$ cat src/rtl/tick_scheduler.sv
// rtl/tick_scheduler.sv - periodic tick generator: emits R ticks spaced P cycles apart per command
// Optional feature macro: TICK_SCHED_STATUS_EN adds the ticks_left status output.
module tick_scheduler #(
   parameter int NUM_CNT_BITS = 4,
   parameter int NUM_REP_BITS = 4
) (
   input  logic                    clk,
   input  logic                    n_rst,
   input  logic                    cmd_valid,
   output logic                    cmd_ready,
   input  logic [NUM_CNT_BITS-1:0] cmd_period,
   input  logic [NUM_REP_BITS-1:0] cmd_repeat,
   input  logic                    abort,
   output logic                    tick,
   output logic                    busy,
   output logic                    done,
`ifdef TICK_SCHED_STATUS_EN
   output logic [NUM_REP_BITS-1:0] ticks_left,
`endif
   output logic                    cmd_err
);

   localparam logic [1:0] IDLE = 2'd0;
   localparam logic [1:0] RUN  = 2'd1;
   localparam logic [1:0] DONE = 2'd2;

   logic [1:0]              state_q, state_nx;
   logic [NUM_CNT_BITS-1:0] per_q, per_nx;
   logic [NUM_REP_BITS-1:0] rep_q, rep_nx;
   // Phase within the current period, 1..P; the cycle showing P carries the tick.
   logic [NUM_CNT_BITS-1:0] ph_q, ph_nx;
   // Number of ticks already launched for the running command.
   logic [NUM_REP_BITS-1:0] tcnt_q, tcnt_nx;
   logic                    tick_nx, done_nx, err_nx, ready_nx, busy_nx;
`ifdef TICK_SCHED_STATUS_EN
   logic [NUM_REP_BITS-1:0] left_nx;
`endif

   // Next-state logic; every output is computed one cycle ahead so it can be registered.
   always_comb begin
      state_nx = state_q;
      per_nx   = per_q;
      rep_nx   = rep_q;
      ph_nx    = ph_q;
      tcnt_nx  = tcnt_q;
      tick_nx  = 1'b0;
      done_nx  = 1'b0;
      err_nx   = 1'b0;
`ifdef TICK_SCHED_STATUS_EN
      left_nx  = ticks_left;
`endif
      case (state_q)
         IDLE: begin
            if (cmd_valid && cmd_ready) begin
               if (cmd_period == '0 || cmd_repeat == '0) begin
                  err_nx = 1'b1;
               end else begin
                  // Acceptance edge counts as the first cycle of the first period,
                  // so a period of 1 ticks immediately in the next cycle.
                  state_nx = RUN;
                  per_nx   = cmd_period;
                  rep_nx   = cmd_repeat;
                  ph_nx    = NUM_CNT_BITS'(1);
                  tick_nx  = (cmd_period == NUM_CNT_BITS'(1));
                  tcnt_nx  = NUM_REP_BITS'(tick_nx);
`ifdef TICK_SCHED_STATUS_EN
                  left_nx  = cmd_repeat - NUM_REP_BITS'(tick_nx);
`endif
               end
            end
         end
         RUN: begin
            if (abort) begin
               state_nx = IDLE;
               ph_nx    = '0;
               tcnt_nx  = '0;
`ifdef TICK_SCHED_STATUS_EN
               left_nx  = '0;
`endif
            end else if (tick && tcnt_q == rep_q) begin
               state_nx = DONE;
               done_nx  = 1'b1;
               ph_nx    = '0;
               tcnt_nx  = '0;
`ifdef TICK_SCHED_STATUS_EN
               left_nx  = '0;
`endif
            end else begin
               // Compare before incrementing so P = all-ones never overflows.
               ph_nx = (ph_q == per_q) ? NUM_CNT_BITS'(1) : ph_q + NUM_CNT_BITS'(1);
               if (ph_nx == per_q) begin
                  tick_nx = 1'b1;
                  tcnt_nx = tcnt_q + NUM_REP_BITS'(1);
`ifdef TICK_SCHED_STATUS_EN
                  left_nx = ticks_left - NUM_REP_BITS'(1);
`endif
               end
            end
         end
         DONE: begin
            state_nx = IDLE;
         end
         default: begin
            state_nx = IDLE;
         end
      endcase
      ready_nx = (state_nx == IDLE);
      busy_nx  = (state_nx == RUN);
   end

   // State and output registers with asynchronous clear.
   always_ff @(posedge clk or negedge n_rst) begin
      if (!n_rst) begin
         state_q    <= IDLE;
         per_q      <= '0;
         rep_q      <= '0;
         ph_q       <= '0;
         tcnt_q     <= '0;
         tick       <= 1'b0;
         busy       <= 1'b0;
         done       <= 1'b0;
         cmd_err    <= 1'b0;
         cmd_ready  <= 1'b0;
`ifdef TICK_SCHED_STATUS_EN
         ticks_left <= '0;
`endif
      end else begin
         state_q    <= state_nx;
         per_q      <= per_nx;
         rep_q      <= rep_nx;
         ph_q       <= ph_nx;
         tcnt_q     <= tcnt_nx;
         tick       <= tick_nx;
         busy       <= busy_nx;
         done       <= done_nx;
         cmd_err    <= err_nx;
         cmd_ready  <= ready_nx;
`ifdef TICK_SCHED_STATUS_EN
         ticks_left <= left_nx;
`endif
      end
   end

endmodule

$ cat config.mk
export PLATFORM = sky130hd
export DESIGN_NAME = tick_scheduler
export DESIGN_NICKNAME = d
export VERILOG_FILES = /design/src/rtl/tick_scheduler.sv
export SDC_FILE = /design/constraint.sdc
export NUM_CORES = 1
export LEC_CHECK = 0
export BUFFER_PORTS_ARGS = -buffer_cell sky130_fd_sc_hd__buf_2
export CAP_MARGIN = 20
export CORE_ASPECT_RATIO = 0.5
export CORE_MARGIN = 3
export CORE_UTILIZATION = 45
export DETAILED_ROUTE_END_ITERATION = 8
export GPL_TIMING_DRIVEN = 0
export HOLD_SLACK_MARGIN = 0.08
export PLACE_DENSITY_LB_ADDON = 0.2
export SYNTH_ARGS = -nofsm -noshare
export SYNTH_HDL_FRONTEND = slang
export SYNTH_SLANG_ARGS = --single-unit
$ cat constraint.sdc
create_clock -name clk -period 1.55 [get_ports clk]
set_input_delay 0.3875 -clock clk [delete_from_list [all_inputs] [get_ports clk]]
set_output_delay 0.3875 -clock clk [all_outputs]
set_load 0.05 [all_outputs]
After elaboration in Yosys (flattened, before gate mapping)
Cells that the tools add are included.
{ "word_totals": {"ff_bits": 23, "latchBits": 0, "ramBits": 0, "romBits": 0, "inputBits": 12, "wordCells": 62, "n_memories": 0} }
{ "classes": {"addsub": 2, "multipliers": 0, "n_div": 0, "n_lt_le_gt_ge": 0, "n_eq_ne": 9, "n_shift": 0, "mux": 29, "bitwise_logic": 1, "reduce_logical": 11} }
{ "op_table": {"columns": ["op", "count"], "rows": [
  ["4-bit two-way mux", 10],
  ["4-bit one-hot mux with 2 select lines", 2],
  ["4-bit equality test", 3],
  ["1-bit two-way mux", 11],
  ["4-bit by 1-bit adder with 4-bit output (second input constant)", 2],
  ["4-bit logical NOT", 2],
  ["2-bit two-way mux", 4],
  ["3-bit AND reduction", 2],
  ["2-bit by 1-bit equality test with 1-bit output (second input constant)", 2],
  ["4-bit by 1-bit equality test with 1-bit output (second input constant)", 1],
  ["2-bit logical NOT", 2],
  ["2-bit inequality test (second input constant)", 2],
  ["4-bit inequality test (second input constant)", 1],
  ["2-bit one-hot mux with 2 select lines", 1],
  ["4-bit AND reduction", 1],
  ["1-bit logical AND", 2],
  ["1-bit one-hot mux with 2 select lines", 1],
  ["2-bit nonzero test", 1],
  ["1-bit logical OR", 1],
  ["1-bit inverter", 1]
]} }

Longest topological paths before layout
{ "logic_depth": {"word_depth": 7, "depth_mapped": 6, "ltp_nobuf": 6} }

Worst setup path after synthesis
OpenSTA, ideal clock, no wires.
{ "synth_path": {"kind": "register to register", "from": "reg cmd_ready", "to": "reg per_q[0]", "setup_time_ns": 0.125, "t_arrival_ns": 1.701, "required_time_ns": 1.425, "slack_ns": -0.276, "path_stages_with_launch": 5, "path_buffers": 1, "cell_sequence": "dfrtp_1 nand3b_1 nor3_1 buf_2 mux2_2"} }
{ "synth_between": {"elab_chain_cells": 2} }
{ "synth_lines": {"columns": ["item", "line", "text"], "rows": [
  ["start, declared", "10", "output logic cmd_ready,"],
  ["start signal, assigned", "137", "cmd_ready <= ready_nx;"],
  ["1-bit logical AND", "54", "if (cmd_valid && cmd_ready) begin"],
  ["3-bit AND reduction (no source line)", null, null],
  ["end signal, assigned", "129", "per_q <= per_nx;"],
  ["end, declared", "28", "logic [NUM_CNT_BITS-1:0] per_q, per_nx;"]
]} }
Every way passes these cells.
A chain may end at the register's enable or synchronous reset.

Worst setup path after layout
{ "layout_path": {"from": "reg rep_q[1]", "to": "reg busy"} }
{ "layout_between": {"elab_chain_cells": 6} }
{ "layout_lines": {"columns": ["item", "line", "text"], "rows": [
  ["start, declared", "29", "logic [NUM_REP_BITS-1:0] rep_q, rep_nx;"],
  ["start signal, assigned", "130", "rep_q <= rep_nx;"],
  ["4-bit equality test", "80", "end else if (tick && tcnt_q == rep_q) begin"],
  ["1-bit logical AND", "80", null],
  ["2-bit two-way mux", "80", null],
  ["2-bit two-way mux", "73", "if (abort) begin"],
  ["2-bit one-hot mux with 2 select lines", "52", "case (state_q)"],
  ["2-bit by 1-bit equality test with 1-bit output", "108", "busy_nx = (state_nx == RUN);"],
  ["net busy_nx", "34", "logic tick_nx, done_nx, err_nx, ready_nx, busy_nx;"],
  ["end signal, assigned", "134", "busy <= busy_nx;"],
  ["end, declared", "15", "output logic busy,"]
]} }
The timed path passes the listed nets, and every way through them passes these cells.

==> out/results.txt <==
Final hold violation count = 0
Power Dens Cells = 1680 mW/mm^2
CP dominant cell by count = buf_6
Post-synthesis cell area = 0.00117 sq mm
Clock buffer depth = 2
CP bufs+invs = 2
Top FF cell, synth = dfrtp_1
Final Core Density = 0.701
Max incr delay on CP = 0.40 ns
Max Freq = 0.567 GHz
Clock Sinks = 23
Place WS = -0.338 ns
GRT Util Overall = 0.175
Top-area cell type share of the netlist area = 0.491
Worst Skew = 0.00673 ns
Clock network power share = 0.134
Grt ovf = 0
Failing checks = negative setup slack
Leakage = 0.000730 uW
RSZ-0062 raised after global routing = yes
Residual DRC = 0
Die area = 0.00329 sq mm
Root Buffer = clkbuf_8
Syn Nets = 118
Fin crit share = 1.14
CP delay by family, top = compound AO/OA/AOI/OAI gates
Post-synth ARST share = 1.00
Fin. max-slew vios = 0
CORE AREA = 0.00234 sq mm
Vias in the first global route = 892
Tightest Hold Check Type = primary input to asynchronous set/reset pin
Placer Congestion = 0.735
N_diodes = 0
Critical path required time = 1.70 ns
# fillers = 186
Rows = 12
Num CTS Buffers = 3
Crit. Startpoint = rep_q[1]
Max Fanout on Critical Path = 6
Multi-input gate area = 718 sq um
TNS Setup = -1.65 ns
Clock slew at reported path FFs = 0.08 ns
Number of enable flip-flop cells after synthesis = 0
Reg2Reg Depth = 6
Initial antenna violation count = 0
Seq pwr share = 0.363
Vias post-DR = 988
Status = finished with violations
Distinct cells, synth = 39
P_int = 1710 uW
Post-Layout Inst Area = 0.00164 sq mm
Worst Path Arrival = 1.92 ns
Avg Cell Area, Syn = 11.3 sq um
RR Startpoint = rep_q[1]
Initial DRC Count = 33
Total Wirelength = 2930 microns
Vias/cell = 5.58
Layout cell share with drive strength beyond 1 = 0.514
First-pass GRT wire length = 4460 microns
Synth top area cells = dfrtp_1, mux2_2, xnor2_1, nand2b_1, nor2_1
Psw = 1050 uW
Crit Path Class = flop to flop
Compound-gate portion of the synthesized area = 0.154
Worst skew pair latency = 0.26 ns
Crit path time final = 1.76 ns
Final #Nets = 157
Max VDD drop = 0.000984 V
Slew HR = 0.648
CP endpoint kind = flop
Comb power frac = 0.503
# IOs = 17
Pin count of the biggest net entering global routing = 24
MaxCap Viol Count = 0
Ys Warns = 0
FF/Latch Area = 583 sq um
Mapped Cells = 104
Main combinational cell family by area after synthesis = simple AND/OR/NAND/NOR gates
WL/cell = 16.6 microns
Initial Util = 0.500
DPL Wire Length = 1810 microns
Flops & latches, synth = 23
Sequential fraction of the synthesis area = 0.491
Synth area leader = dfrtp_1
Synth Area in XOR/XNOR = 0.0662
Crit path launch type = flop
Die X-Extent = 78.1 microns
Post-route ant nets = 0
Final worst slack = -0.215 ns
Post-synthesis adder-cell area fraction = 0.0214
Post-Synth Simple-Gate Area = 0.173
Multiplexer fraction of the synthesized cell area = 0.0769
H-tree depth = 1
CTS tree = yes
Final Setup Violations = 17
Area Overhead vs Synth = 40.3%
I/O Buffers = 16
Crit-path cells = nor2b_1 -> a221o_1 -> o31a_1 -> buf_6 -> buf_6 -> or2_4
Die height = 42.1 microns
Crit path max-delay cell type = o31a_1
Switching share of power = 0.381
Worst Max-Slew Pin Slew = 0.528 ns
WP depth = 6
Placement Cell Area = 0.00134 sq mm
First drt pass iteration count = 4
## per-stage QoR
step	hold WS, ns	std cells	total power [uW]
final	0.0892	177	2760
after CTS	0.105	169	2540
after detailed placement	0.400	155	1980
after floorplan	0.0919	104	1760
after global placement	0.390	155	1950
after global routing	0.126	177	2920
## cells in the mapped netlist (3+ instances only)
cell       n
a21oi_1    3
inv_1      4
nor3_1     4
nand3_1    4
dfrtp_1   23
mux2_2     8
nand2b_1   5
xnor2_1    6
nor2_1     7
## cells in the final DEF, fill, tap and decap left out, drive strengths merged, types with 2 or more instances in the layout
cell / netlist / routed
buf: 1 / 35
dfrtp: 23 / 23
mux2: 8 / 8
nor2: 7 / 7
xnor2: 6 / 6
nand2b: 5 / 5
nand3: 4 / 4
inv: 4 / 4
clkbuf: 0 / 4
nor3: 4 / 4
nand2: 3 / 3
a32o: 3 / 3
a21oi: 3 / 3
o22ai: 2 / 2
nand3b: 2 / 2
or2: 2 / 2
xor2: 2 / 2
and4: 2 / 2
a22o: 2 / 2
a211o: 2 / 2
o21ai: 2 / 2
ha: 2 / 2
## path summary, 6_finish.rpt
kind	end	slack (ns)
worst max-delay path	busy	-0.21
worst min-delay path	ph_q[3]	0.09
worst max register to register	busy	-0.21
worst min register to register	rep_q[2]	0.55
max in group asynchronous	cmd_ready	1.07
min in group clk	per_q[1]	0.37
## sequential cells by signal (all words and copies together) (netlist names)
signal     cells
cmd_err        1
ph_q           4
rep_q          4
tcnt_q         4
cmd_ready      1
tick           1
per_q          4
busy           1
done           1
state_q        2
## area by class of cell
class / instances / share of cell area
Tap cell: 35 / 0.0267
Clock buffer: 4 / 0.0274
Buffer: 1 / 0.00685
Timing Repair Buffer: 34 / 0.138
Sequential cell: 23 / 0.355
Inverter: 4 / 0.00914
Multi-Input combinational cell: 76 / 0.437
## power groups by stage
stage               logic [uW]  clock network, uW  registers, uW
floorplan                  721                  0           1030
global placement           955                  0            999
detailed placement         976                  0           1000
CTS                       1170                384            978
global route              1490                415           1020
finish                    1390                370           1000
## cell families after synthesis
group,Yosys count
compound gates,23
xor+xnor,8
fa+ha+maj,2
buf+inv,5
flops,23
mux,8
simple gates,35
## layer usage
metal / up-vias / GRT usage / wire length, microns
li1: 465 / - / -
met1: 493 / 0.260 / 1450
met2: 22 / 0.255 / 1340
met3: 8 / 0.0515 / 100
met4: 0 / 0.0279 / 42
met5: - / 0 / 0
## what timing repair did
item | 4_1_cts | 5_1_grt
setup endpoints to repair | 16 | 22
gates cloned | 0 | 1
hold buffers | 0 | 0
pin swaps | 9 | 10
gates resized for setup | 9 | 20
buffers inserted | 10 | 7
Power figures use the tool's default switching activity.
